**config.mk**
```make
export PLATFORM = sky130hd
export DESIGN_NAME = alu_issue_stage_flat
export DESIGN_NICKNAME = d
export VERILOG_FILES = /design/src/rtl/alu_issue_stage_if.sv /design/src/rtl/alu_issue_stage.sv /design/src/flat_wrapper.sv
export SDC_FILE = /design/constraint.sdc
export NUM_CORES = 1
export LEC_CHECK = 0
export ABC_AREA = 1
export ABC_CLOCK_PERIOD_IN_PS = 14500
export CAP_MARGIN = 20
export CORE_UTILIZATION = 54
export CTS_CLUSTER_DIAMETER = 50
export DETAILED_ROUTE_END_ITERATION = 7
export GPL_TIMING_DRIVEN = 0
export PLACE_DENSITY = 0.93
export SETUP_SLACK_MARGIN = 0.05
export SLEW_MARGIN = 40
export SYNTH_ARGS = -nofsm -noshare
export SYNTH_HDL_FRONTEND = slang
export SYNTH_SLANG_ARGS = --single-unit
export TNS_END_PERCENT = 20
```
**constraint.sdc**
```tcl
create_clock -name clk -period 14.5 [get_ports clk]
set_input_delay 3.625 -clock clk [delete_from_list [all_inputs] [get_ports clk]]
set_output_delay 3.625 -clock clk [all_outputs]
set_load 0.03 [all_outputs]
```
**src/rtl/alu_issue_stage_if.sv**
```systemverilog
// Handshake bundle between the upstream feeder, the ALU issue stage and the ALU.
// The master side drives instructions in and consumes decoded entries.
interface alu_issue_stage_if #(
   parameter int XLEN = 64
);
   logic            in_valid;
   logic            in_ready;
   logic [31:0]     instr;
   logic [XLEN-1:0] rs1_data;
   logic [XLEN-1:0] rs2_data;
   logic            out_valid;
   logic            out_ready;
   logic [XLEN-1:0] alu_a;
   logic [XLEN-1:0] alu_b;
   logic [3:0]      alu_control;
   logic            illegal;

   modport master (
      output in_valid, instr, rs1_data, rs2_data, out_ready,
      input  in_ready, out_valid, alu_a, alu_b, alu_control, illegal
   );

   modport slave (
      input  in_valid, instr, rs1_data, rs2_data, out_ready,
      output in_ready, out_valid, alu_a, alu_b, alu_control, illegal
   );
endinterface

```
**src/rtl/alu_issue_stage.sv**
```systemverilog
// Decodes RV64I ALU/load/store/branch words into {a, b, alu_control} and issues them
// through a registered valid/ready stage backed by a one-entry skid buffer.
module alu_issue_stage #(
   parameter int XLEN = 64
) (
   input  logic             clk,
   input  logic             reset,
   input  logic             flush,
   alu_issue_stage_if.slave bus
);
   localparam logic [3:0] ALU_AND  = 4'b0000;
   localparam logic [3:0] ALU_OR   = 4'b0001;
   localparam logic [3:0] ALU_ADD  = 4'b0010;
   localparam logic [3:0] ALU_SLL  = 4'b0011;
   localparam logic [3:0] ALU_SRL  = 4'b0100;
   localparam logic [3:0] ALU_SRA  = 4'b0101;
   localparam logic [3:0] ALU_SUB  = 4'b0110;
   localparam logic [3:0] ALU_SLTU = 4'b0111;
   localparam logic [3:0] ALU_SLT  = 4'b1000;
   localparam logic [3:0] ALU_XOR  = 4'b1001;

   localparam logic [6:0] OP_R      = 7'b0110011;
   localparam logic [6:0] OP_I      = 7'b0010011;
   localparam logic [6:0] OP_LOAD   = 7'b0000011;
   localparam logic [6:0] OP_STORE  = 7'b0100011;
   localparam logic [6:0] OP_BRANCH = 7'b1100011;

   typedef enum logic [1:0] {S_EMPTY, S_ONE, S_TWO} state_t;

   typedef struct packed {
      logic [XLEN-1:0] a;
      logic [XLEN-1:0] b;
      logic [3:0]      ctrl;
      logic            ill;
   } entry_t;

   state_t          r_state, w_state_next;
   entry_t          r_out, r_skid, w_entry;
   logic            w_accept, w_take, w_in_ready, w_out_valid, w_legal;
   logic [3:0]      w_ctrl;
   logic [XLEN-1:0] w_b, w_imm_i, w_imm_s, w_shamt;
   logic [6:0]      w_opcode, w_f7;
   logic [2:0]      w_f3;

   // Shared R/I funct3 map; alt selects SUB/SRA on the 000/101 slots.
   function automatic logic [3:0] alu_op(input logic [2:0] f3, input logic alt);
      case (f3)
         3'b000:  return alt ? ALU_SUB : ALU_ADD;
         3'b001:  return ALU_SLL;
         3'b010:  return ALU_SLT;
         3'b011:  return ALU_SLTU;
         3'b100:  return ALU_XOR;
         3'b101:  return alt ? ALU_SRA : ALU_SRL;
         3'b110:  return ALU_OR;
         default: return ALU_AND;
      endcase
   endfunction

   assign w_opcode = bus.instr[6:0];
   assign w_f3     = bus.instr[14:12];
   assign w_f7     = bus.instr[31:25];
   assign w_imm_i  = {{(XLEN-12){bus.instr[31]}}, bus.instr[31:20]};
   assign w_imm_s  = {{(XLEN-12){bus.instr[31]}}, bus.instr[31:25], bus.instr[11:7]};
   assign w_shamt  = {{(XLEN-6){1'b0}}, bus.instr[25:20]};

   always_comb begin
      // NOTE: every signal written here gets a default first, so no path can infer a latch.
      w_ctrl  = ALU_ADD;
      w_b     = bus.rs2_data;
      w_legal = 1'b1;
      case (w_opcode)
         OP_R: begin
            w_ctrl  = alu_op(w_f3, bus.instr[30]);
            w_legal = (w_f7 == 7'b0000000) ||
                      ((w_f7 == 7'b0100000) && ((w_f3 == 3'b000) || (w_f3 == 3'b101)));
         end
         OP_I: begin
            if ((w_f3 == 3'b001) || (w_f3 == 3'b101)) begin
               w_ctrl  = alu_op(w_f3, bus.instr[30]);
               w_b     = w_shamt;
               w_legal = (bus.instr[31:26] == 6'b000000) ||
                         ((w_f3 == 3'b101) && (bus.instr[31:26] == 6'b010000));
            end else begin
               w_ctrl = alu_op(w_f3, 1'b0);
               w_b    = w_imm_i;
            end
         end
         OP_LOAD:  w_b = w_imm_i;
         OP_STORE: w_b = w_imm_s;
         OP_BRANCH: begin
            case (w_f3)
               3'b000, 3'b001: w_ctrl = ALU_SUB;
               3'b100, 3'b101: w_ctrl = ALU_SLT;
               3'b110, 3'b111: w_ctrl = ALU_SLTU;
               default:        w_legal = 1'b0;
            endcase
         end
         default: w_legal = 1'b0;
      endcase

      w_entry     = '0;
      w_entry.ill = 1'b1;
      if (w_legal) begin
         w_entry = '{a: bus.rs1_data, b: w_b, ctrl: w_ctrl, ill: 1'b0};
      end
   end

   always_ff @(posedge clk) begin
      // NOTE: sequential state uses non-blocking assignments so every flop samples pre-edge values.
      if (reset || flush) begin
         r_state <= S_EMPTY;
      end else begin
         r_state <= w_state_next;
      end
   end

   always_comb begin
      w_state_next = r_state;
      case (r_state)
         S_EMPTY: if (w_accept) w_state_next = S_ONE;
         S_ONE: begin
            if (w_accept && !w_take)      w_state_next = S_TWO;
            else if (!w_accept && w_take) w_state_next = S_EMPTY;
         end
         S_TWO:   if (w_take) w_state_next = S_ONE;
         default: w_state_next = S_EMPTY;
      endcase
   end

   always_comb begin
      w_in_ready  = (r_state != S_TWO);
      w_out_valid = (r_state != S_EMPTY);
   end

   assign w_accept = bus.in_valid & w_in_ready;
   assign w_take   = w_out_valid & bus.out_ready;

   always_ff @(posedge clk) begin
      if (reset) begin
         r_out <= '0;
      end else if (!flush) begin
         if (((r_state == S_EMPTY) && w_accept) || ((r_state == S_ONE) && w_accept && w_take)) begin
            r_out <= w_entry;
         end else if ((r_state == S_TWO) && w_take) begin
            r_out <= r_skid;
         end
      end
   end

   // NOTE: the skid entry is never observed while empty, so it carries no reset.
   always_ff @(posedge clk) begin
      if ((r_state == S_ONE) && w_accept && !w_take) begin
         r_skid <= w_entry;
      end
   end

   assign bus.in_ready    = w_in_ready;
   assign bus.out_valid   = w_out_valid;
   assign bus.alu_a       = r_out.a;
   assign bus.alu_b       = r_out.b;
   assign bus.alu_control = r_out.ctrl;
   assign bus.illegal     = r_out.ill;
endmodule

```
**src/flat_wrapper.sv**
```systemverilog
// flat-port wrapper written by rule: the top's interface ports become plain ports
module alu_issue_stage_flat 
#(
   parameter int XLEN = 64
)
  (clk, reset, flush, bus_in_valid, bus_instr, bus_rs1_data, bus_rs2_data, bus_out_ready, bus_in_ready, bus_out_valid, bus_alu_a, bus_alu_b, bus_alu_control, bus_illegal);
  alu_issue_stage_if #(.XLEN(XLEN)) bus_i ();
  input  logic clk;
  input  logic reset;
  input  logic flush;
  input wire logic [$bits(bus_i.in_valid)-1:0] bus_in_valid;
  input wire logic [$bits(bus_i.instr)-1:0] bus_instr;
  input wire logic [$bits(bus_i.rs1_data)-1:0] bus_rs1_data;
  input wire logic [$bits(bus_i.rs2_data)-1:0] bus_rs2_data;
  input wire logic [$bits(bus_i.out_ready)-1:0] bus_out_ready;
  output wire logic [$bits(bus_i.in_ready)-1:0] bus_in_ready;
  output wire logic [$bits(bus_i.out_valid)-1:0] bus_out_valid;
  output wire logic [$bits(bus_i.alu_a)-1:0] bus_alu_a;
  output wire logic [$bits(bus_i.alu_b)-1:0] bus_alu_b;
  output wire logic [$bits(bus_i.alu_control)-1:0] bus_alu_control;
  output wire logic [$bits(bus_i.illegal)-1:0] bus_illegal;
  assign bus_i.in_valid = bus_in_valid;
  assign bus_i.instr = bus_instr;
  assign bus_i.rs1_data = bus_rs1_data;
  assign bus_i.rs2_data = bus_rs2_data;
  assign bus_i.out_ready = bus_out_ready;
  assign bus_in_ready = bus_i.in_ready;
  assign bus_out_valid = bus_i.out_valid;
  assign bus_alu_a = bus_i.alu_a;
  assign bus_alu_b = bus_i.alu_b;
  assign bus_alu_control = bus_i.alu_control;
  assign bus_illegal = bus_i.illegal;
  alu_issue_stage #(.XLEN(XLEN)) u_core (.clk(clk), .reset(reset), .flush(flush), .bus(bus_i));
endmodule
```
==> impl_results.md <==
- Insertion delay to the later sink of the worst-skew pair: 0.53 ns
- GPL Wtd Cong: approximately 0.94
- Largest net degree at the start of global routing: 20
- Hold Crit Depth: 2
- DRT Pass-1 Iters: 6
- Max_cap viols: 0
- Placeable Area: between 20000 and 25000 µm²
- Req. time, crit path: between 10 and 15 ns
- CTS tree: built
- Post-Syn Area: 12300 µm²
- Setup bufs post-CTS: 0
- Vias per inst: between 5 and 6
- Vias: 12200
- Hold Path End: u_core.bus.alu_b[0]
- CP Launch Type: input port
- Port-buffer cells: 294
- Slew Viols, Final: 0
- Most common cell after layout, fill and taps aside: clkdlybuf4s50_1
- Setup_tns: 0 ns
- Synth Net Count: 1643
- TritonCTS buffer count: 28
- Kind of critical path: input port to flop
- DP Wirelength: between 20000 and 30000 µm
- RSZ-0062 raised after global routing: no
- Global-route wire length before repair: roughly 63000 µm
- IO Count: 300
- Design area: roughly 17000 µm²
- Total Power: ~1.9 mW
- Initial cell density of the core: 0.556
- Die Wd: approximately 150 µm
- Final setup vio count: 0
- Total gr overflow: 0
- Per-cell routed wire length: ~19 µm
- Crit end category: flop
- Initial antenna violation count: 1
- Max Buffers Root-to-Sink: 3
- Power Density: between 100 and 150 nW/µm²
- Clk slew on worst S/H paths: roughly 0.06 ns
- Routed WL: 39900 µm
- Final critical-path share of the clock period: 0.408
- Gr usage total: 0.339
- Avg Inst Size Synth: 8.32 µm²
- Yosys warnings: 0
- Critical path fanouts, max: 10
- CTS resizes: 0
- Slew HR: 0.514
- Worst Clk Skew: between 0.01 and 0.015 ns
- Mapped Cells: 1478
- Sequential fraction of the synthesis area: 0.545
- Crit path DAT: around 6.2 ns
- Most frequent cells in the layout: 294 x clkdlybuf4s50_1, 267 x a21oi_1, 224 x nand2_1, 206 x inv_1, 174 x nand3_1
- CTS root buf: clkbuf_16
- Iter 0 DRT Violations: roughly 1200
- Final hold violation count: 0
- R2r startpoint: u_core.r_state[1]
- Reg2reg setup slack: 11.87 ns
- # hold bufs at CTS: 0
- Outcome: completed
- Worst Hold Slack: about 0.52 ns
- Leak pwr: approximately 7.1 nW
- DRT antenna net count: 0
- H-Tree Depth: 1
- Fin nets: a little under 2000
- Max Clk Rate: 0.169 GHz
- DRC viols: 0
- Worst reg2reg path depth: 10
- Layout cells sized above 1: 0.0655
- Synth unique cells: 26
- Vias in the first global route: 11800
- Measured slew at the worst slew-check pin: about 0.73 ns
- Die Y: 153 µm
- Peak supply drop: around 0.077 mV
- Synthesized flop and latch total: between 200 and 300
- Reg2reg end: u_core.bus.alu_a[9]
- Die area: about 23000 µm²
- Clk sink count: 268
- Hold Crit Start: u_core.bus.alu_b[0]
- Min-Delay Path Class: flop to flop
- Rows: between 50 and 60
- Post-Place Cell Area: around 16000 µm²
- Min cycle time layout: roughly 5.9 ns
- Synthesis-to-layout area growth: 36.0%
-- how the worst max path moves through the flow --
| stage | from | endpoint | slack (ns) | cells after the start |
|---|---|---|---|---|
| 2_1_floorplan | bus_out_ready | u_core.r_skid[0] | 4.55 | 3 |
| 3_3_place_gp | bus_out_ready | u_core.r_skid[30] | 1.56 | 4 |
| 3_5_place_dp | bus_out_ready | u_core.bus.alu_b[12] | 8.21 | 11 |
| 4_1_cts | bus_out_ready | u_core.bus.alu_b[31] | 8.74 | 11 |
| 5_1_grt | bus_instr[4] | u_core.r_skid[40] | 8.46 | 12 |
| 6_report | bus_instr[5] | u_core.r_skid[40] | 8.59 | 11 |
-- routing by layer --
metal	vias up	global-route usage	share of wire
li1	5612	-	-
met1	5656	0.413	0.37
met2	837	0.579	0.48
met3	134	0.0757	0.11
met4	0	0.143	0.043
met5	-	0	0
-- sequential cells by signal, indices dropped and copies added, names as in the netlist --
| signal | count |
|---|---|
| u_core.r_skid | 133 |
| u_core.bus.alu_a | 64 |
| u_core.bus.alu_b | 64 |
| u_core.bus.alu_control | 4 |
| u_core.r_state | 2 |
| u_core.bus.illegal | 1 |
-- worst max-delay path, stage by stage --
cell	delay [ns]
clkdlybuf4s50_1	0.56
nand2_1	0.09
nor2_1	0.48
nand2_1	0.17
nand2_1	0.30
nand2_1	0.32
buf_2	0.29
nand2_1	0.13
inv_1	0.07
nand2_1	0.09
inv_1	0.05
-- cell type report --
cell class	count	area, µm²
Sequential cell	268	6700
Fill cell	1477	5380
Multi-Input combinational cell	881	4280
Timing Repair Buffer	302	3130
Clock buffer	44	862
Inverter	210	788
Buffer	119	529
Tap cell	280	350
Clock inverter	8	75.1
Antenna cell	1	2.50
-- cells in the mapped netlist (all sizes together) --
library cell	instances	area share
a21oi	268	0.11
nand2	225	0.069
inv	210	0.064
nand3	175	0.072
o21ai	139	0.057
dfxtp	135	0.22
edfxtp	133	0.32
buf	69	0.028
nand3b	53	0.032
clkbuf	50	0.015
nor2	14	0.0045
nand4	3	0.0015
a31oi	1	0.00051
nor3	1	0.00041
nor4	1	0.00051
o211ai	1	0.00061
-- where the power goes --
part	leakage [nW]	total, mW	internal (mW)	switching [mW]
Clock	0.462	0.724	0.426	0.298
Combinational	4.57	0.285	0.118	0.167
Sequential	2.07	0.843	0.823	0.0201
-- kinds of logic after synthesis --
family                 Yosys count  synth area share
DFF                            268             0.545
AOI/OAI and AO/OA              409             0.168
buffers and inverters          329             0.107
and+or+nand+nor                472             0.180
-- stage by stage --
step / std cells / util / setup slack [ns]
finish: 2113 / 0.756 / 8.59
global route: 2112 / 0.756 / 8.46
CTS: 2112 / 0.756 / 8.74
detailed placement: 2060 / 0.714 / 8.21
global placement: 2052 / 0.705 / 1.56
floorplan: 1478 / - / 4.55
No activity file was read; power rests on OpenSTA's default activity.
